==> config.mk <==
export PLATFORM = sky130hd
export DESIGN_NAME = mage_out_stream_collector
export DESIGN_NICKNAME = d
export VERILOG_FILES = /design/src/rtl/stream_intf_pkg.sv /design/src/rtl/mage_stream_fifo.sv /design/src/rtl/mage_out_stream_collector.sv
export SDC_FILE = /design/constraint.sdc
export NUM_CORES = 1
export LEC_CHECK = 0
export ABC_AREA = 1
export BUFFER_PORTS_ARGS = -buffer_cell sky130_fd_sc_hd__clkbuf_2
export CAP_MARGIN = 10
export CORE_ASPECT_RATIO = 1.75
export CORE_MARGIN = 2
export CORE_UTILIZATION = 51
export CTS_BUF_LIST = sky130_fd_sc_hd__clkbuf_8
export DETAILED_ROUTE_END_ITERATION = 16
export PLACE_DENSITY = 0.69
export SETUP_SLACK_MARGIN = 0.05
export SLEW_MARGIN = 25
export SYNTH_ARGS = -nofsm -noshare
export SYNTH_HDL_FRONTEND = slang
export SYNTH_SLANG_ARGS = --single-unit
==> constraint.sdc <==
create_clock -name clk_i -period 6.9 [get_ports clk_i]
set_input_delay 1.38 -clock clk_i [delete_from_list [all_inputs] [get_ports clk_i]]
set_output_delay 1.38 -clock clk_i [all_outputs]
set_load 0.05 [all_outputs]
==> src/rtl/stream_intf_pkg.sv <==
// Shared definitions for Mage stream interfaces (output-collector subset).
// Holds the per-stream sizing constants, the collector FSM state type,
// the crossbar source-select type and a saturating-add helper used by the
// optional drop counter.
package stream_intf_pkg;

    localparam int N_PEA_DOUT_PER_OUT_STREAM     = 2;
    localparam int N_DMA_CH_PER_OUT_STREAM       = 2;
    localparam int LOG_N_PEA_DOUT_PER_OUT_STREAM = 1;
    localparam int OUT_FIFO_DEPTH                = 4;
    localparam int OUT_OVF_CNT_W                 = 16;

    typedef logic [LOG_N_PEA_DOUT_PER_OUT_STREAM-1:0] out_sel_t;

    typedef enum logic [1:0] {
        IDLE,
        RUN,
        DONE
    } out_coll_state_e;

    function automatic logic [OUT_OVF_CNT_W-1:0] sat_add_ovf(
        input logic [OUT_OVF_CNT_W-1:0] a,
        input logic [OUT_OVF_CNT_W-1:0] b
    );
        logic [OUT_OVF_CNT_W:0] s;
        s = {1'b0, a} + {1'b0, b};
        return s[OUT_OVF_CNT_W] ? {OUT_OVF_CNT_W{1'b1}} : s[OUT_OVF_CNT_W-1:0];
    endfunction

endpackage

==> src/rtl/mage_stream_fifo.sv <==
// Single-write / single-read show-ahead FIFO used to buffer one PEA output.
// rdata_o always presents the head word; pop_i consumes it. A push while
// full is accepted only when a pop happens in the same cycle. flush_i empties
// the FIFO synchronously.
// Ports:
//   clk_i, rst_i     clock, async active-high reset
//   flush_i          synchronous empty
//   push_i, wdata_i  write request and data
//   pop_i            consume head word
//   rdata_o          head word (valid when !empty_o)
//   empty_o, full_o  status
//   count_o          occupancy, one bit wider than the pointers
module mage_stream_fifo
    import stream_intf_pkg::*;
#(
    parameter int DATA_WIDTH = 32,
    parameter int DEPTH      = OUT_FIFO_DEPTH
) (
    input  logic                          clk_i,
    input  logic                          rst_i,
    input  logic                          flush_i,
    input  logic                          push_i,
    input  logic [DATA_WIDTH-1:0]         wdata_i,
    input  logic                          pop_i,
    output logic [DATA_WIDTH-1:0]         rdata_o,
    output logic                          empty_o,
    output logic                          full_o,
    output logic [$clog2(DEPTH):0]        count_o
);

    localparam int AW = $clog2(DEPTH);
    localparam int CW = AW + 1;

    logic [DATA_WIDTH-1:0] r_mem [DEPTH];
    logic [AW-1:0]         r_wptr;
    logic [AW-1:0]         r_rptr;
    logic [CW-1:0]         r_count;
    logic                  w_do_push;
    logic                  w_do_pop;

    assign empty_o   = (r_count == '0);
    assign full_o    = (r_count == CW'(DEPTH));
    assign w_do_pop  = pop_i & ~empty_o;
    assign w_do_push = push_i & (~full_o | w_do_pop);
    assign rdata_o   = r_mem[r_rptr];
    assign count_o   = r_count;

    always_ff @(posedge clk_i or posedge rst_i) begin
        if (rst_i) begin
            r_wptr  <= '0;
            r_rptr  <= '0;
            r_count <= '0;
        end else if (flush_i) begin
            r_wptr  <= '0;
            r_rptr  <= '0;
            r_count <= '0;
        end else begin
            if (w_do_push) r_wptr <= r_wptr + AW'(1);
            if (w_do_pop)  r_rptr <= r_rptr + AW'(1);
            case ({w_do_push, w_do_pop})
                2'b10:   r_count <= r_count + CW'(1);
                2'b01:   r_count <= r_count - CW'(1);
                default: r_count <= r_count;
            endcase
        end
    end

    // Storage is not reset; only the pointers define what is valid.
    always_ff @(posedge clk_i) begin
        if (w_do_push) r_mem[r_wptr] <= wdata_i;
    end

endmodule

==> src/rtl/mage_out_stream_collector.sv <==
// Output-side stream collector: buffers the PEA outputs of one output stream
// in per-output FIFOs and routes them through a per-channel source crossbar
// to the stream's DMA channels with a valid/ready handshake. Each enabled
// channel delivers exactly the latched length, then done_o pulses.
//
// Optional feature: define MAGE_OUT_STREAM_OVF_CNT_EN to add ovf_cnt_o, a
// 16-bit saturating count of dropped PEA words (cleared at a start that
// enters RUN).
//
// Ports:
//   clk_i, rst_i       clock, async active-high reset
//   cfg_start_i        start pulse (honoured only in IDLE)
//   cfg_ch_en_i        per-channel enable
//   cfg_sel_i          per-channel PEA source select
//   cfg_len_i          words per enabled channel
//   pea_dout_i         PEA output data
//   pea_dout_valid_i   PEA output valid (no backpressure)
//   pea_stall_o        per-PEA-output almost-full warning
//   dma_data_o         DMA channel data
//   dma_valid_o        DMA channel valid
//   dma_ready_i        DMA channel ready
//   busy_o             high while in RUN
//   done_o             one-cycle pulse at transfer end
//   ovf_o              sticky: a PEA word was dropped
//   ovf_cnt_o          dropped-word count (feature build only)
//
// FSM:
//   state | meaning
//   IDLE  | waiting for cfg_start_i
//   RUN   | collecting PEA words and serving DMA channels
//   DONE  | done_o pulse, FIFOs flushed
module mage_out_stream_collector
    import stream_intf_pkg::*;
#(
    parameter int DATA_WIDTH = 32,
    parameter int N_PEA      = N_PEA_DOUT_PER_OUT_STREAM,
    parameter int N_CH       = N_DMA_CH_PER_OUT_STREAM,
    parameter int FIFO_DEPTH = OUT_FIFO_DEPTH,
    parameter int LEN_WIDTH  = 16
) (
    input  logic                                          clk_i,
    input  logic                                          rst_i,
    input  logic                                          cfg_start_i,
    input  logic [N_CH-1:0]                               cfg_ch_en_i,
    input  logic [N_CH*LOG_N_PEA_DOUT_PER_OUT_STREAM-1:0] cfg_sel_i,
    input  logic [LEN_WIDTH-1:0]                          cfg_len_i,
    input  logic [N_PEA*DATA_WIDTH-1:0]                   pea_dout_i,
    input  logic [N_PEA-1:0]                              pea_dout_valid_i,
    output logic [N_PEA-1:0]                              pea_stall_o,
    output logic [N_CH*DATA_WIDTH-1:0]                    dma_data_o,
    output logic [N_CH-1:0]                               dma_valid_o,
    input  logic [N_CH-1:0]                               dma_ready_i,
    output logic                                          busy_o,
    output logic                                          done_o,
    output logic                                          ovf_o
`ifdef MAGE_OUT_STREAM_OVF_CNT_EN
    ,
    output logic [OUT_OVF_CNT_W-1:0]                      ovf_cnt_o
`endif
);

    localparam int SEL_W = LOG_N_PEA_DOUT_PER_OUT_STREAM;
    localparam int CW    = $clog2(FIFO_DEPTH) + 1;
    localparam logic [CW-1:0]        STALL_LVL = CW'(FIFO_DEPTH - 1);
    localparam logic [LEN_WIDTH-1:0] LEN_ONE   = LEN_WIDTH'(1);

    out_coll_state_e r_state;
    out_coll_state_e w_state_next;
    logic            w_load;
    logic            w_run;
    logic            w_flush;
    logic            w_all_done;

    logic [N_CH-1:0]       r_en;
    logic [N_CH-1:0]       r_taken;
    out_sel_t              r_sel [N_CH];
    logic [LEN_WIDTH-1:0]  r_len;
    logic [LEN_WIDTH-1:0]  r_cnt [N_CH];
    logic                  r_ovf;

    logic [N_CH-1:0]       w_at_len;
    logic [N_CH-1:0]       w_active;
    logic [N_CH-1:0]       w_valid;
    logic [N_CH-1:0]       w_hs;

    logic [N_PEA-1:0]      w_push;
    logic [N_PEA-1:0]      w_pop;
    logic [N_PEA-1:0]      w_pop_ok;
    logic [N_PEA-1:0]      w_pop_any;
    logic [N_PEA-1:0]      w_empty;
    logic [N_PEA-1:0]      w_full;
    logic [N_PEA-1:0]      w_drop;
    logic [DATA_WIDTH-1:0] w_rdata [N_PEA];
    logic [CW-1:0]         w_count [N_PEA];

    // ---------------- FSM ----------------
    always_ff @(posedge clk_i or posedge rst_i) begin
        if (rst_i) r_state <= IDLE;
        else       r_state <= w_state_next;
    end

    always_comb begin
        w_state_next = r_state;
        w_load       = 1'b0;
        case (r_state)
            IDLE: begin
                if (cfg_start_i) begin
                    if ((cfg_len_i != '0) && (|cfg_ch_en_i)) begin
                        w_state_next = RUN;
                        w_load       = 1'b1;
                    end else begin
                        w_state_next = DONE;
                    end
                end
            end
            RUN:     if (w_all_done) w_state_next = DONE;
            DONE:    w_state_next = IDLE;
            default: w_state_next = IDLE;
        endcase
    end

    assign w_run   = (r_state == RUN);
    assign w_flush = (r_state == DONE);
    assign busy_o  = w_run;
    assign done_o  = (r_state == DONE);
    assign ovf_o   = r_ovf;

    assign w_all_done = &(~r_en | w_at_len);

    // ---------------- FIFOs ----------------
    for (genvar p = 0; p < N_PEA; p++) begin : g_fifo
        mage_stream_fifo #(
            .DATA_WIDTH (DATA_WIDTH),
            .DEPTH      (FIFO_DEPTH)
        ) u_fifo (
            .clk_i   (clk_i),
            .rst_i   (rst_i),
            .flush_i (w_flush),
            .push_i  (w_push[p]),
            .wdata_i (pea_dout_i[p*DATA_WIDTH +: DATA_WIDTH]),
            .pop_i   (w_pop[p]),
            .rdata_o (w_rdata[p]),
            .empty_o (w_empty[p]),
            .full_o  (w_full[p]),
            .count_o (w_count[p])
        );

        assign w_push[p]      = w_run & pea_dout_valid_i[p];
        assign w_drop[p]      = w_push[p] & w_full[p] & ~w_pop[p];
        assign w_pop[p]       = w_run & w_pop_any[p] & w_pop_ok[p];
        assign pea_stall_o[p] = w_run & (w_count[p] >= STALL_LVL);
    end

    // ---------------- channel crossbar ----------------
    for (genvar c = 0; c < N_CH; c++) begin : g_ch
        assign w_at_len[c]    = (r_cnt[c] == r_len);
        assign w_active[c]    = r_en[c] & ~w_at_len[c];
        assign w_valid[c]     = w_run & w_active[c] & ~w_empty[r_sel[c]] & ~r_taken[c];
        assign w_hs[c]        = w_valid[c] & dma_ready_i[c];
        assign dma_valid_o[c] = w_valid[c];
        // Data is gated by valid so idle/reset outputs are a clean zero.
        assign dma_data_o[c*DATA_WIDTH +: DATA_WIDTH] = w_valid[c] ? w_rdata[r_sel[c]] : '0;
    end

    // A FIFO pops once every still-active consumer has either taken the head
    // word earlier or takes it now. At least one handshake this cycle is
    // required so a FIFO nobody reads is never drained silently.
    always_comb begin
        w_pop_ok  = '1;
        w_pop_any = '0;
        for (int c = 0; c < N_CH; c++) begin
            if (w_active[c]) begin
                if (!(w_hs[c] || r_taken[c])) w_pop_ok[r_sel[c]]  = 1'b0;
                if (w_hs[c])                  w_pop_any[r_sel[c]] = 1'b1;
            end
        end
    end

    always_ff @(posedge clk_i or posedge rst_i) begin
        if (rst_i) begin
            r_en    <= '0;
            r_len   <= '0;
            r_taken <= '0;
            r_ovf   <= 1'b0;
            for (int c = 0; c < N_CH; c++) begin
                r_sel[c] <= '0;
                r_cnt[c] <= '0;
            end
        end else if (w_load) begin
            r_en    <= cfg_ch_en_i;
            r_len   <= cfg_len_i;
            r_taken <= '0;
            r_ovf   <= 1'b0;
            for (int c = 0; c < N_CH; c++) begin
                r_sel[c] <= cfg_sel_i[c*SEL_W +: SEL_W];
                r_cnt[c] <= '0;
            end
        end else if (w_run) begin
            if (|w_drop) r_ovf <= 1'b1;
            for (int c = 0; c < N_CH; c++) begin
                if (w_hs[c]) r_cnt[c] <= r_cnt[c] + LEN_ONE;
                if (w_pop[r_sel[c]])  r_taken[c] <= 1'b0;
                else if (w_hs[c])     r_taken[c] <= 1'b1;
            end
        end else begin
            r_taken <= '0;
        end
    end

`ifdef MAGE_OUT_STREAM_OVF_CNT_EN
    logic [OUT_OVF_CNT_W-1:0] r_ovf_cnt;
    logic [OUT_OVF_CNT_W-1:0] w_drop_cnt;

    always_comb begin
        w_drop_cnt = '0;
        for (int p = 0; p < N_PEA; p++) begin
            w_drop_cnt = w_drop_cnt + OUT_OVF_CNT_W'(w_drop[p]);
        end
    end

    always_ff @(posedge clk_i or posedge rst_i) begin
        if (rst_i)       r_ovf_cnt <= '0;
        else if (w_load) r_ovf_cnt <= '0;
        else if (w_run)  r_ovf_cnt <= sat_add_ovf(r_ovf_cnt, w_drop_cnt);
    end

    assign ovf_cnt_o = r_ovf_cnt;
`endif

endmodule
# Word level (Yosys, flattened, before mapping)
# Memories as Yosys holds them, arrays and structs flattened.
# Cells that the tools add are included.
[classes]
n_addsub = 10
magnitude_cmp = 8
n_eq_ne = 14
bitwise = 48
reduce_logical = 26
muxes = 64
[op_table]
columns = ["op", "count"]
rows = [
  ["two-way mux 32 bit", 10],
  ["two-way mux 2 bit", 21],
  ["adder 16 x 1 -> 16 bit, second input constant", 2],
  ["== test 16 bit", 2],
  ["two-way mux 16 bit", 2],
  ["AND 1 bit", 26],
  ["two-way mux 1 bit", 24],
  ["nonzero test 16 bit", 1],
  ["nonzero test 2 bit", 8],
  ["inverter 1 bit", 12],
  ["one-hot mux 3 bit (2 select lines)", 2],
  ["AND reduction 2 bit", 5],
  ["adder 2 x 1 -> 2 bit, second input constant", 4],
  ["inequality test 4 x 2 -> 1 bit, second input constant", 2],
  ["adder 3 x 1 -> 3 bit, second input constant", 2],
  ["== test 2 x 1 -> 1 bit, second input constant", 3],
  ["== test 2 bit, second input constant", 3],
  ["== test 3 bit, second input constant", 2],
  ["greater-or-equal comparator 3 x 2 -> 1 bit, second input constant", 2],
  ["logical NOT 3 bit", 2],
  ["two-way mux 3 bit", 2],
  ["inverter 2 bit", 3],
  ["nonzero test 3 bit", 2],
  ["subtractor 3 x 1 -> 3 bit, second input constant", 2],
  ["other kinds (15)", 26],
]
[word_totals]
n_memories = 2
inputBits = 91
reg_bits = 71
ramBits = 256
out_inout_bits = 71
word_cells = 188
[mem_list]
columns = ["memory", "depth", "word_bits", "rd", "rd_ports_with_merged_regs", "wr", "line", "source"]
rows = [
  ["g_fifo[0].u_fifo.r_mem", 4, 32, 1, 0, 1, "mage_stream_fifo.sv:34", "logic [DATA_WIDTH-1:0] r_mem [DEPTH];"],
  ["g_fifo[1].u_fifo.r_mem", 4, 32, 1, 0, 1, "mage_stream_fifo.sv:34", ""],
]

# Depth between registers and ports, before layout
# Gate-level depths: netlist of run 1.
[logic_depth]
word_depth = 20
depth_mapped = 22
mapped_depth_nobuf = 22

# Cells and area by module
# A second synthesis of run 1 with hierarchy kept.
[unflattened]
hier_cells = 1460
hier_area_um2 = 15094.5
[by_module_without_submodules]
columns = ["mod", "area_per_inst_um2", "seq_area_each_um2", "cells_each", "n_inst"]
rows = [
  ["mage_stream_fifo", 5253.8, 4018.9, 375, 2],
  ["mage_out_stream_collector", 4586.9, 1426.4, 710, 1],
]

# Worst setup path after synthesis of run 1
# OpenSTA, ideal clock, no wires.
[synth_path]
path_kind = "register to register"
from = "reg r_state[1]"
to = "mem g_fifo[0].u_fifo.r_mem[0][0], enable pin"
path_buffers = 0
t_required_ns = 6.479
period_less_slack_ns = 3.940
setup_ns = 0.421
slack_ns = 2.960
arrival_time_ns = 3.519
path_stages_with_launch = 12
cell_sequence = "dfrtp_1 -> nor2_4 -> nand3_2 -> nor2_4 -> nand2_4 -> nand3_1 -> nand2_1 -> nor2_4 -> nor2_2 -> nor2_4 -> inv_2 -> nor2_1"
[synth_between]
word_cells_on_any_way = 29
classes_between = "1 x eq/ne; 10 x mux; 16 x bitwise; 2 x reduce/logical"
[synth_lines]
columns = ["item", "line", "source"]
rows = [
  ["start, declared", "mage_out_stream_collector.sv:67", "out_coll_state_e r_state;"],
  ["start signal, assigned", "mage_out_stream_collector.sv:99", "else r_state <= w_state_next;"],
  ["== test 2 x 1 -> 1 bit (*)", "mage_out_stream_collector.sv:122", "assign w_run = (r_state == RUN);"],
  ["net busy_o", "mage_out_stream_collector.sv:53", "output logic busy_o,"],
  ["AND 1 bit (*) (3 in series)", "mage_out_stream_collector.sv:158", "assign w_valid[c] = w_run & w_active[c] & ~w_empty[r_sel[c]] & ~r_taken[c];"],
  ["net dma_valid_o[1]", "mage_out_stream_collector.sv:51", "output logic [N_CH-1:0] dma_valid_o,"],
  ["AND 1 bit (*)", "mage_out_stream_collector.sv:159", "assign w_hs[c] = w_valid[c] & dma_ready_i[c];"],
  ["two-way mux 2 bit / logical OR 1 bit (equally long branches)", "mage_out_stream_collector.sv:174, mage_out_stream_collector.sv:173", ""],
  ["two-way mux 2 bit (on tied branches)", "mage_out_stream_collector.sv:172, mage_out_stream_collector.sv:173", ""],
  ["AND 1 bit / two-way mux 2 bit (equally long branches)", "mage_out_stream_collector.sv:150, mage_out_stream_collector.sv:172", ""],
  ["AND 1 bit (*)", "mage_out_stream_collector.sv:150", "assign w_pop[p] = w_run & w_pop_any[p] & w_pop_ok[p];"],
  ["AND 1 bit (*)", "mage_stream_fifo.sv:43", "assign w_do_pop = pop_i & ~empty_o;"],
  ["OR 1 bit (*)", "mage_stream_fifo.sv:44", "assign w_do_push = push_i & (~full_o | w_do_pop);"],
  ["AND 1 bit (*)", "mage_stream_fifo.sv:44", ""],
  ["two-way mux 1 bit (*)", "mage_stream_fifo.sv:70", "if (w_do_push) r_mem[r_wptr] <= wdata_i;"],
  ["two-way mux 1 bit (not written as such) (*)", "mage_stream_fifo.sv:70", ""],
  ["end, declared", "mage_stream_fifo.sv:34", ""],
]
# Mark *: on every way through the listed nets, which the timed path passes. The rest lies on a longest branch.

# Final worst setup path of run 1
[layout_path]
from = "reg g_fifo[0].u_fifo.r_rptr[0]"
to = "out dma_data_o[53]"
[layout_between]
elab_chain_len = 5
[layout_rtl]
columns = ["item", "line", "source"]
rows = [
  ["start, declared", "mage_stream_fifo.sv:36", "logic [AW-1:0] r_rptr;"],
  ["start signal, assigned", "mage_stream_fifo.sv:59", "if (w_do_pop) r_rptr <= r_rptr + AW'(1);"],
  ["memory (4 x 32 bit)", "--", ""],
  ["two-way mux 32 bit (not written as such) (3 in series)", "mage_out_stream_collector.sv:162", "assign dma_data_o[c*DATA_WIDTH +: DATA_WIDTH] = w_valid[c] ? w_rdata[r_sel[c]] : '0;"],
  ["two-way mux 32 bit", "mage_out_stream_collector.sv:162", ""],
  ["end, declared", "mage_out_stream_collector.sv:50", "output logic [N_CH*DATA_WIDTH-1:0] dma_data_o,"],
]
# Every way passes these cells. The select of a mux whose other input is x is not followed.

==> metrics.md, run 1 <==
| Metric | Value |
|---|---|
| Run status | `completed` |
| Critical path class | `reg -> out` |
| Clock transition at path regs | `~0.07 ns` |
| Initial antenna violation count | `1` |
| Core Footprint | `slightly below 30000 um2` |
| Internal | `around 3800 uW` |
| Fillcell total | `~2500` |
| Core Util, Final | `0.591` |
| Finished Cell Area | `~17000 um2` |
| Slew Viols, Final | `0` |
| Port Buffers | `about 160` |
| Clock Tree Buf Depth | `3` |
| R2R depth | `14` |
| First-pass GRT wire length | `approximately 64000 um` |
| Slew @ Worst Pin | `between 0.9 and 1 ns` |
| Initial Util | `0.518` |
| Pwr per Cell Area | `approximately 360 nW/um2` |
| RePlAce Congestion | `approximately 1` |
| Final setup violation count | `0` |
| Min Tclk post-route | `4.94 ns` |
| Synth top area share | `0.507` |
| Top FF cell, synth | `edfxtp_1` |
| Post-DP Area | `about 16000 um2` |
| Chip Height | `approximately 230 um` |
| Worst-path maximum fanout | `between 60 and 70` |
| Via density per instance | `about 5.6` |
| Comb power frac | `0.348` |
| CTS tree | `done` |
| Die width | `between 100 and 150 um` |
| CP required | `around 5.5 ns` |
| Async SR Flop Fraction | `0.217` |
| CTS-repair resized insts | `0` |
| WL final | `43100 um` |
| Setup_tns | `0 ns` |
| Hpwl dp | `approximately 30000 um` |
| Wirelength per Cell | `around 20 um` |
| Drt first-iter violations | `~800` |
| Hold Path Cell Cnt | `2` |
| Maxcap violations | `0` |
| Sequential cell area fraction in the yosys report | `0.624` |
| DR WL met3 | `2230 um` |
| Slew headroom | `0.357` |
| Cells after Synth | `1547` |
| Layout Area Growth over Synthesis | `14.2%` |
| Hold_ws | `approximately 0.52 ns` |
| Residual DRC | `0` |
| Reg power frac | `0.403` |
| Syn_nets | `1650` |
| Yosys cell types | `37` |
| Synthesized area | `15200 um2` |
| Switching Share | `0.400` |
| Area leader, netlist | `edfxtp_1` |
| Max frequency | `about 0.20 GHz` |
| DRT Pass-1 Iters | `5` |
| Top routing layer used | `met4` |
| N_diodes | `0` |
| Hold WC Path Type | `reg -> reg` |
| I/O pin cnt | `162` |
| Clk network pwr share | `0.249` |
| Yosys warnings | `0` |
| Most instantiated library cell after synthesis | `nand2_1` |
| H-tree depth | `2` |
| TritonCTS Buffers | `46` |
| Mean Syn Cell Area | `around 9.8 um2` |
| RSZ-0062 raised after global routing | `no` |
| Critical path launch point type | `flip-flop` |
| Vias in the first global route | `between 10000 and 15000` |
| Setup bufs post-CTS | `0` |
| IR drop worst, VDD | `approximately 0.00023 V` |
| Antenna viol nets, final | `0` |
| Global route total overflow | `0` |
| Clk_skew | `~0.021 ns` |
| Final net count | `1802` |
| #FFs+latches synth | `approximately 330` |
| Critical path data arrival time | `about 3.6 ns` |
| CTS Sinks | `about 330` |
| Leakage | `roughly 0.0074 uW` |
| Total die area | `slightly above 30000 um2` |
| Endpoint type of the worst setup path | `primary output` |
| Sw power | `~2500 uW` |
| Root Buffer | `clkbuf_8` |
| Post-route clock period utilization | `0.716` |
| Total power | `about 6300 uW` |
| Final hold vios | `0` |
| Via count | `11765` |
| WL met2 | `about 23000 um` |
| Worst-Skew Late Latency | `around 0.58 ns` |
| Met1 wire length | `14800 um` |
| # rows | `83` |
| Maximum number of pins on one net before global-route repair | `a little over 70` |
| Post-synth top cells | `576 x nand2_1, 256 x edfxtp_1, 127 x nor2_1` |
| Synth top area cells | `edfxtp_1 51%, nand2_1 14%, dfrtp_1 12%` |
| Internal reg-to-reg setup slack | `about 2.8 ns` |
| Share of layout cells above drive strength 1 | `0.173` |
| Number of flops mapped to enable cells by yosys | `around 260` |
| Hold_buf cts | `0` |
| Total GRT Usage | `0.276` |
sequential cells by signal, summed over array words and instances (netlist names):
| signal | count |
|---|---|
| r_state | 2 |
| r_taken | 2 |
| g_fifo.u_fifo.r_mem | 256 |
| r_sel | 2 |
| g_fifo.u_fifo.r_rptr | 4 |
| r_en | 2 |
| r_cnt | 32 |
| r_len | 16 |
| g_fifo.u_fifo.r_wptr | 4 |
| ovf_o | 1 |
| g_fifo.u_fifo.count_o | 6 |
worst max-delay path, stage by stage, from the launching register on:
cell	delay (ns)
dfrtp_4	0.90
clkinv_2	0.94
nand2_1	0.26
a32o_1	0.29
nand2_1	0.07
nand2_1	0.12
nor2_1	0.07
clkbuf_2	0.27
layout by cell type, fill, tap and decap left out, types with 4 or more instances in the layout:
cell and n:
clkbuf_2 161, inv_1 87, ha_1 10, edfxtp_1 256
bufinv_16 4, a21oi_1 85, clkinv_1 16, nor4_1 10
nand2_2 5, nor2_4 9, nand2_4 5, nand3_1 42
nor2_2 8, nand4_1 7, xor2_1 13, clkbuf_8 49
o21ai_1 8, a32o_1 64, clkinv_2 9, o21ai_0 32
nor2_1 119, inv_2 19, dfrtp_1 69, buf_4 10
nor3_1 33, nand2_1 575
per-layer routing:
metal,up-vias,track usage
met5,-,0
met2,440,0.511
met1,5644,0.289
met3,125,0.0369
met4,0,0.179
li1,5556,-
layout make-up:
| class | instances | area (um2) | area share |
|---|---|---|---|
| Clock buffer | 49 | 674 | 0.0389 |
| Clock inverter | 37 | 274 | 0.0158 |
| Inverter | 103 | 393 | 0.0227 |
| Multi-Input combinational cell | 1046 | 5060 | 0.292 |
| Sequential cell | 327 | 9470 | 0.547 |
| Tap cell | 382 | 478 | 0.0276 |
| Timing Repair Buffer | 175 | 967 | 0.0558 |
stage by stage:
stage / worst slack, ns / std cells
after floorplan: 2.96 / 1547
after global placement: 2.51 / 2030
after detailed placement: 2.71 / 2030
after CTS: 2.06 / 2116
after global routing: 1.71 / 2119
final: 1.96 / 2119
final timing paths:
check                                                       startpoint                                 endpoint
max in group asynchronous                                        rst_i   g_fifo[0].u_fifo.r_rptr[0]$_DFFE_PP0P_
worst max register to register                    r_sel[0]$_DFFE_PP0P_  g_fifo[0].u_fifo.r_mem[3][16]$_DFFE_PP_
worst min register to register                     r_en[1]$_DFFE_PP0P_                      r_en[1]$_DFFE_PP0P_
worst min-delay path                               r_en[1]$_DFFE_PP0P_                      r_en[1]$_DFFE_PP0P_
worst max-delay path            g_fifo[0].u_fifo.r_rptr[0]$_DFFE_PP0P_                           dma_data_o[53]
min in group asynchronous                                        rst_i                    r_cnt[17]$_DFFE_PP0P_
power groups by stage:
stage          Clock, uW  Sequential (uW)  Combinational (uW)
6_report            1570             2530                2190
5_1_grt             1680             2560                2380
4_1_cts             1600             2530                2170
3_5_place_dp           0             2570                2160
3_3_place_gp           0             2570                2130
2_1_floorplan          0             2530                1560
cells by family after synthesis:
family / share of synthesized area
AOI/OAI and AO/OA: 0.0870
xor gates and xnor gates: 0.00809
adders and majority gates: 0.0109
buffers and inverters: 0.0442
DFF: 0.624
and+or+nand+nor: 0.226
Note: power is estimated with default switching activity, not from simulation.
==> run 2, diff against run 1 <==
--- a/config.mk
+++ b/config.mk
@@ -13,7 +13,7 @@
 export CORE_UTILIZATION = 51
 export CTS_BUF_LIST = sky130_fd_sc_hd__clkbuf_8
 export DETAILED_ROUTE_END_ITERATION = 16
-export PLACE_DENSITY = 0.69
+export PLACE_DENSITY = 0.72
 export SETUP_SLACK_MARGIN = 0.05
 export SLEW_MARGIN = 25
 export SYNTH_ARGS = -nofsm -noshare
==> constraint.sdc (replaced) <==
create_clock -name clk_i -period 3.98 [get_ports clk_i]
set_input_delay 0.796 -clock clk_i [delete_from_list [all_inputs] [get_ports clk_i]]
set_output_delay 0.796 -clock clk_i [all_outputs]
set_load 0.05 [all_outputs]
==> run 2 against run 1 <==
Net effect: critical path depth rose by 4; clock-buffer cell count fell by 2; first-iteration DRC count rose by 26%; global-route usage rose by 1.1 points; die area did not move; sequential power rose by 74%; clock skew rose by 0.019 ns; critical path type unchanged; highest routed layer is now met5.
==> metrics.md, run 2 (synthesis gave the netlist of run 1 again) <==
| Metric | Value |
|---|---|
| Slew Viols, Final | `0 (unchanged)` |
| Slew headroom | `0.509 (+0.153)` |
| Port Buffers | `161 (unchanged)` |
| I/O pin cnt | `162 (unchanged)` |
| Reg2reg end | `g_fifo[1].u_fifo.count_o[2]$_DFFE_PP0P_` |
| Slowest-stage cell, CP | `dfrtp_1` |
| Largest regs | `g_fifo.u_fifo.r_mem x256, r_cnt x32, r_len x16` |
| Root Buffer | `clkbuf_8` |
| Global route total overflow | `0 (unchanged)` |
| RePlAce Congestion | `1.06 (+4.2%)` |
| Critical path class | `reg -> out` |
| First-pass GRT wire length | `66900 um (+3.8%)` |
| Critical path data arrival time | `2.97 ns (-0.59 ns)` |
| Hpwl dp | `31100 um (+4.1%)` |
| Run status | `completed` |
| DRT Pass-1 Iters | `5 (unchanged)` |
| Reg with most FFs | `g_fifo.u_fifo.r_mem` |
| Fillcell total | `2400 (-5.8%)` |
| Internal | `6800 uW (+80%)` |
| Initial Util | `0.518 (unchanged)` |
| Maxcap violations | `0 (unchanged)` |
| Slew @ Worst Pin | `0.735 ns (-0.222 ns)` |
| Total GRT Usage | `0.287 (+0.0106)` |
| Worst-path maximum fanout | `27 (-59%)` |
| CTS Sinks | `327 (unchanged)` |
| Commonest non-fill, non-tap cell in the layout | `nand2_1` |
| Via density per instance | `5.58 (+0.55%)` |
| CP Launch Point | `r_cnt[19]$_DFFE_PP0P_` |
| Endpoint type of the worst setup path | `primary output` |
| Antenna viol nets, final | `0 (unchanged)` |
| Final hold vios | `0 (unchanged)` |
| CTS-repair resized insts | `0 (unchanged)` |
| Die width | `134 um (unchanged)` |
| Core Util, Final | `0.615 (+0.0240)` |
| Maximum number of pins on one net before global-route repair | `66 (-8.3%)` |
| Sw power | `4450 uW (+77%)` |
| Max frequency | `0.265 GHz` |
| RSZ-0062 raised after global routing | `no` |
| CTS tree | `done` |
| Critical path launch point type | `flip-flop` |
| Worst Setup EP | `dma_data_o[19]` |
| # rows | `83 (unchanged)` |
| CP dominant cell by count | `nor2_1` |
| Via count | `11891 (+1.1%)` |
| Internal reg-to-reg setup slack | `0.68 ns (-2.13 ns)` |
| Leakage | `0.00758 uW (+2.9%)` |
| Setup bufs post-CTS | `0 (unchanged)` |
| CP required | `3.18 ns (-2.34 ns)` |
| Final setup violation count | `0 (unchanged)` |
| Chip Height | `232 um (unchanged)` |
| Reg power frac | `0.392 (-0.011)` |
| Hold_buf cts | `0 (unchanged)` |
| Clk network pwr share | `0.238 (-0.011)` |
| Clock transition at path regs | `0.07 ns (about the same)` |
| Commonest cells after routing, fill and taps aside | `576 x nand2_1, 256 x edfxtp_1, 119 x nor2_1` |
| Residual DRC | `0 (unchanged)` |
| Setup_tns | `0 ns (unchanged)` |
| Hold WC Path Type | `in -> async` |
| Clk_skew | `0.0394 ns (+0.0185 ns)` |
| Drt first-iter violations | `985 (+26%)` |
| Worst-Skew Late Latency | `0.61 ns (+0.03 ns)` |
| Comb power frac | `0.371 (+0.023)` |
| CP cell instances | `xor2_1 > nor2_1 > nand2_1 > nor2_1 > nand2_2 > nand3_4 > nor2_8 > inv_1 > buf_4 > nor2_1 > clkbuf_2` |
| Layout Area Growth over Synthesis | `18.9%` |
| Switching Share | `0.395 (-0.00452)` |
| Clock Tree Buf Depth | `3 (unchanged)` |
| Wirelength per Cell | `20.8 um (+2.1%)` |
| Share of layout cells above drive strength 1 | `0.177 (+0.00359)` |
| Reg2reg start | `r_cnt[6]$_DFFE_PP0P_` |
| IR drop worst, VDD | `0.000507 V (+120%)` |
| CP peak stage delay | `0.51 ns (-0.43 ns)` |
| Final net count | `1814 (+0.67%)` |
| Initial antenna violation count | `3 (+2)` |
| Pwr per Cell Area | `624 nW/um2 (+72%)` |
| R2R depth | `22 (+8)` |
| Total die area | `31200 um2 (unchanged)` |
| Post-route clock period utilization | `0.947` |
| Largest register FFs | `256 (unchanged)` |
| Vias in the first global route | `11642 (+1.5%)` |
| TritonCTS Buffers | `46 (unchanged)` |
| Min Tclk post-route | `3.77 ns` |
| H-tree depth | `2 (unchanged)` |
| WL final | `44200 um (+2.7%)` |
| Core Footprint | `29300 um2 (unchanged)` |
run 2: cell types whose count changed in the layout (fill, tap and decap cells not counted), moves of 3 or more:
cell,before,now
clkinv_1,16,12
buf_4,10,23
clkbuf_2,161,116
inv_1,87,92
nor2_4,9,6
nor2_2,8,11
buf_12,1,47
run 2: metrics by stage:
step | instances | area (um2) | power, uW | hold slack (ns) | setup WS (ns)
finish | 2130 | 18000 | 11200 | 0.306 | 0.212
detailed placement | 2044 | 17100 | 8580 | 0.527 | 0.298
global placement | 2044 | 17100 | 8510 | 0.511 | 0.288
floorplan | 1547 | 15200 | 7090 | 0.484 | 0.0399
CTS | 2128 | 18000 | 11200 | 0.318 | 0.188
global route | 2129 | 18000 | 11800 | 0.366 | 0.106
run 2: final cells by class:
class / count / area, um2 / share of cell area
inverter: 103 / 387 / 0.0215
sequential: 327 / 9470 / 0.525
clock buffer: 47 / 647 / 0.0359
antenna: 1 / 2.50 / 0.000139
timing repair buffer: 187 / 1720 / 0.0955
multi-input combinational: 1046 / 5050 / 0.280
clock inverter: 37 / 274 / 0.0152
tap: 382 / 478 / 0.0265
run 2: power groups by stage:
| stage | registers (uW) | logic [uW] | clock network (uW) |
|---|---|---|---|
| finish | 4410 | 4170 | 2680 |
| global route | 4440 | 4530 | 2840 |
| CTS | 4400 | 4130 | 2710 |
| detailed placement | 4470 | 4120 | 0 |
| global placement | 4450 | 4060 | 0 |
| floorplan | 4380 | 2700 | 0 |
run 2: worst min path at each step:
stage,start,end,slack [ns]
2_1_floorplan,r_en[1]$_DFFE_PP0P_,r_en[1]$_DFFE_PP0P_,0.48
3_3_place_gp,g_fifo[0].u_fifo.r_wptr[1]$_DFFE_PP0P_,g_fifo[0].u_fifo.r_wptr[1]$_DFFE_PP0P_,0.51
3_5_place_dp,g_fifo[0].u_fifo.r_wptr[1]$_DFFE_PP0P_,g_fifo[0].u_fifo.r_wptr[1]$_DFFE_PP0P_,0.53
4_1_cts,rst_i,g_fifo[1].u_fifo.r_rptr[1]$_DFFE_PP0P_,0.32
5_1_grt,rst_i,g_fifo[1].u_fifo.r_rptr[1]$_DFFE_PP0P_,0.37
6_report,rst_i,g_fifo[1].u_fifo.r_rptr[1]$_DFFE_PP0P_,0.31
run 2: layer usage:
metal | part of all wire | track usage | vias up
met4 | 0.067 | 0.175 | 4
met3 | 0.068 | 0.0541 | 155
met2 | 0.53 | 0.524 | 505
met5 | 0.00061 | 0 | -
li1 | - | - | 5586
met1 | 0.34 | 0.301 | 5641
run 2: worst max-delay path: cells and delay by family (launching register included):
| kind | cells | cell delay, ns |
|---|---|---|
| buffers and inverters | 3 | 0.84 |
| flip-flops | 1 | 0.51 |
| AND/OR/NAND/NOR | 7 | 0.78 |
| XOR/XNOR | 1 | 0.24 |
==> run 3, diff against run 2 <==
--- a/config.mk
+++ b/config.mk
@@ -5,7 +5,7 @@
 export SDC_FILE = /design/constraint.sdc
 export NUM_CORES = 1
 export LEC_CHECK = 0
-export ABC_AREA = 1
+export ABC_AREA = 0
 export BUFFER_PORTS_ARGS = -buffer_cell sky130_fd_sc_hd__clkbuf_2
 export CAP_MARGIN = 10
 export CORE_ASPECT_RATIO = 1.75
==> run 3 against run 2 <==
Net effect: hold slack worse by 0.011 ns; die area down 5.1%; core utilization down 1.8 points; sequential power about the same; clock power down 2%; first-iteration DRC count down 34%; sequential share of layout area up 4.4 points; wire length down 21%; critical path type unchanged; highest routed layer unchanged.
==> metrics.md, run 3 <==
| Metric | Value |
|---|---|
| Final setup violation count | `0 (unchanged)` |
| Fillcell total | `2142 (-11%)` |
| Commonest non-fill, non-tap cell in the layout | `edfxtp_1` |
| Async SR Flop Fraction | `0.217 (unchanged)` |
| Setup_tns | `0 ns (unchanged)` |
| Worst-Skew Late Latency | `0.59 ns (-0.02 ns)` |
| Leakage | `0.00643 uW (-15%)` |
| IR drop worst, VDD | `0.000426 V (-16%)` |
| Sequential cell area fraction in the yosys report | `0.658 (+0.0341)` |
| CTS Sinks | `327 (unchanged)` |
| CP required | `3.18 ns (about the same)` |
| First-pass GRT wire length | `52600 um (-21%)` |
| TritonCTS Buffers | `48 (+4.3%)` |
| Hpwl dp | `24600 um (-21%)` |
| Pwr per Cell Area | `625 nW/um2 (about the same)` |
| DRT Pass-1 Iters | `5 (unchanged)` |
| Top FF cell, synth | `edfxtp_1` |
| CTS tree | `done` |
| Reg2reg start | `r_cnt[24]$_DFFE_PP0P_` |
| I/O pin cnt | `162 (unchanged)` |
| Vias in the first global route | `8910 (-23%)` |
| Total GRT Usage | `0.245 (-0.0418)` |
| Maxcap violations | `0 (unchanged)` |
| Maximum number of pins on one net before global-route repair | `36 (-45%)` |
| Synth top area share | `0.535 (+0.0277)` |
| Port Buffers | `161 (unchanged)` |
| Chip Height | `226 um (-2.6%)` |
| Syn_nets | `1040 (-37%)` |
| Largest register FFs | `256 (unchanged)` |
| Hold WC Path Type | `in -> async` |
| Synthesized area | `14400 um2 (-5.2%)` |
| Max frequency | `0.269 GHz (+1.3%)` |
| CTS-repair resized insts | `0 (unchanged)` |
| Post-route clock period utilization | `0.935 (-0.0118)` |
| Initial Util | `0.516 (-0.00191)` |
| Via count | `8798 (-26%)` |
| R2R depth | `8 (-64%)` |
| Reg2reg end | `g_fifo[1].u_fifo.r_mem[3][29]$_DFFE_PP_` |
| Antenna viol nets, final | `0 (unchanged)` |
| Area leader, netlist | `edfxtp_1` |
| Largest regs | `g_fifo.u_fifo.r_mem x256, r_cnt x32, r_len x16` |
| Critical path launch point type | `flip-flop` |
| CP Launch Point | `r_cnt[24]$_DFFE_PP0P_` |
| Clk_skew | `0.0296 ns (-0.00978 ns)` |
| Cells after Synth | `937 (-39%)` |
| Final net count | `1230 (-32%)` |
| Die width | `131 um (-2.5%)` |
| Number of flops mapped to enable cells by yosys | `256 (unchanged)` |
| Root Buffer | `clkbuf_8` |
| Share of layout cells above drive strength 1 | `0.289 (+0.113)` |
| WL final | `35000 um (-21%)` |
| # rows | `81 (-2.4%)` |
| Worst Setup EP | `dma_data_o[10]` |
| Slew Viols, Final | `0 (unchanged)` |
| Reg with most FFs | `g_fifo.u_fifo.r_mem` |
| Final hold vios | `0 (unchanged)` |
| Most instantiated library cell after synthesis | `edfxtp_1` |
| Post-synth top cells | `256 x edfxtp_1, 99 x nor2_1, 96 x nand2_1` |
| Core Footprint | `27900 um2 (-4.8%)` |
| Cells after DPL | `1450 (-29%)` |
| Core Util, Final | `0.597 (-0.0182)` |
| Critical path class | `reg -> out` |
| Residual DRC | `0 (unchanged)` |
| #FFs+latches synth | `327 (unchanged)` |
| Mean Syn Cell Area | `15.3 um2 (+57%)` |
| H-tree depth | `2 (unchanged)` |
| Layout Area Growth over Synthesis | `15.8%` |
| Setup bufs post-CTS | `0 (unchanged)` |
| Run status | `completed` |
| Endpoint type of the worst setup path | `primary output` |
| Total die area | `29600 um2 (-5.1%)` |
| Register area | `9470 um2 (about the same)` |
| Worst-path maximum fanout | `23 (-15%)` |
| Synth top area cells | `edfxtp_1 53%, dfrtp_1 12%, mux4_2 10%` |
| Commonest cells after routing, fill and taps aside | `256 x edfxtp_1, 161 x clkbuf_2, 99 x nor2_1` |
| Drt first-iter violations | `647 (-34%)` |
| RSZ-0062 raised after global routing | `no` |
| Fin cells | `1534 (-28%)` |
| N_diodes | `0 (-1)` |
| Hold_buf cts | `0 (unchanged)` |
| Yosys warnings | `0 (unchanged)` |
| Slew @ Worst Pin | `0.848 ns (+0.113 ns)` |
| Initial antenna violation count | `2 (-1)` |
| Internal reg-to-reg setup slack | `0.82 ns (+0.14 ns)` |
| Wirelength per Cell | `22.8 um (+9.9%)` |
| Clock Tree Buf Depth | `3 (unchanged)` |
| Min Tclk post-route | `3.72 ns (-0.0468 ns)` |
| Slew headroom | `0.435 (-0.0744)` |
| Critical path data arrival time | `2.92 ns (-0.05 ns)` |
| Global route total overflow | `0 (unchanged)` |
| Area of the multi-input gates | `4680 um2 (-7.2%)` |
| Clock transition at path regs | `0.07 ns (about the same)` |
| Via density per instance | `5.74 (+2.7%)` |
| Yosys cell types | `55 (+49%)` |
| RePlAce Congestion | `0.928 (-13%)` |
[run 3: cell count changes after synthesis, moves of 28 or more]
cell,before,now
a32o_1,64,0
mux4_2,0,64
inv_1,86,14
mux2i_1,0,78
a21oi_1,85,5
xor2_1,13,41
nand2_1,576,96
nor2_1,127,99
[run 3: logic make-up (layout without fill, tap and decap cells)]
kind of cell	count (synthesis)	in the layout	share of synthesized area
buffers and inverters	59	283	0.0164
xor gates and xnor gates	55	55	0.0335
and+or+nand+nor	295	295	0.0998
DFF	327	327	0.658
muxes	144	144	0.156
adders and majority gates	12	12	0.0115
AOI/OAI and AO/OA	45	45	0.0243
[run 3: worst max-delay path, cell delays in order, from the launching register on]
cell,delay (ns)
dfrtp_1,0.49
xor2_1,0.24
nor4_4,0.41
nand4_4,0.21
nand2_2,0.27
buf_4,0.34
nor2_1,0.12
clkbuf_2,0.25
[run 3: power breakdown]
part           switching, uW  internal [uW]
clock                   1250           1370
sequential               305           4090
combinational           2170           1220
total                   3730           6670
[run 3: cell type report]
cell class,instances,share of cell area
Tap cell,373,0.0280
Clock buffer,50,0.0413
Multi-Input combinational cell,551,0.281
Inverter,15,0.00338
Sequential cell,327,0.569
Clock inverter,34,0.0144
Timing Repair Buffer,184,0.0625
[run 3: routing by layer]
| layer | track usage | share of wire | wire length [um] |
|---|---|---|---|
| met4 | 0.117 | 0.055 | 1930 |
| met1 | 0.282 | 0.35 | 12300 |
| met2 | 0.430 | 0.52 | 18300 |
| met3 | 0.0514 | 0.068 | 2370 |
| met5 | 0 | 0.00066 | 23 |
[run 3: how the worst min path moves through the flow]
stage	startpoint	endpoint	slack (ns)	cells past startpoint
2_1_floorplan	r_state[1]$_DFFE_PP0P_	r_state[1]$_DFFE_PP0P_	0.45	1
3_3_place_gp	r_state[1]$_DFFE_PP0P_	r_state[1]$_DFFE_PP0P_	0.48	1
3_5_place_dp	r_state[1]$_DFFE_PP0P_	r_state[1]$_DFFE_PP0P_	0.49	1
4_1_cts	rst_i	g_fifo[0].u_fifo.count_o[2]$_DFFE_PP0P_	0.31	2
5_1_grt	rst_i	g_fifo[0].u_fifo.count_o[2]$_DFFE_PP0P_	0.33	2
6_report	rst_i	g_fifo[0].u_fifo.count_o[2]$_DFFE_PP0P_	0.30	2
[run 3: through the flow]
step | instance area [um2] | setup WS (ns) | power [uW] | hold WS, ns
after floorplan | 14400 | 0.884 | 6780 | 0.450
after global placement | 15700 | 0.774 | 7810 | 0.478
after detailed placement | 15700 | 0.746 | 7830 | 0.489
after CTS | 16600 | 0.121 | 10500 | 0.314
after global routing | 16600 | 0.0694 | 10800 | 0.332
final | 16600 | 0.259 | 10400 | 0.295
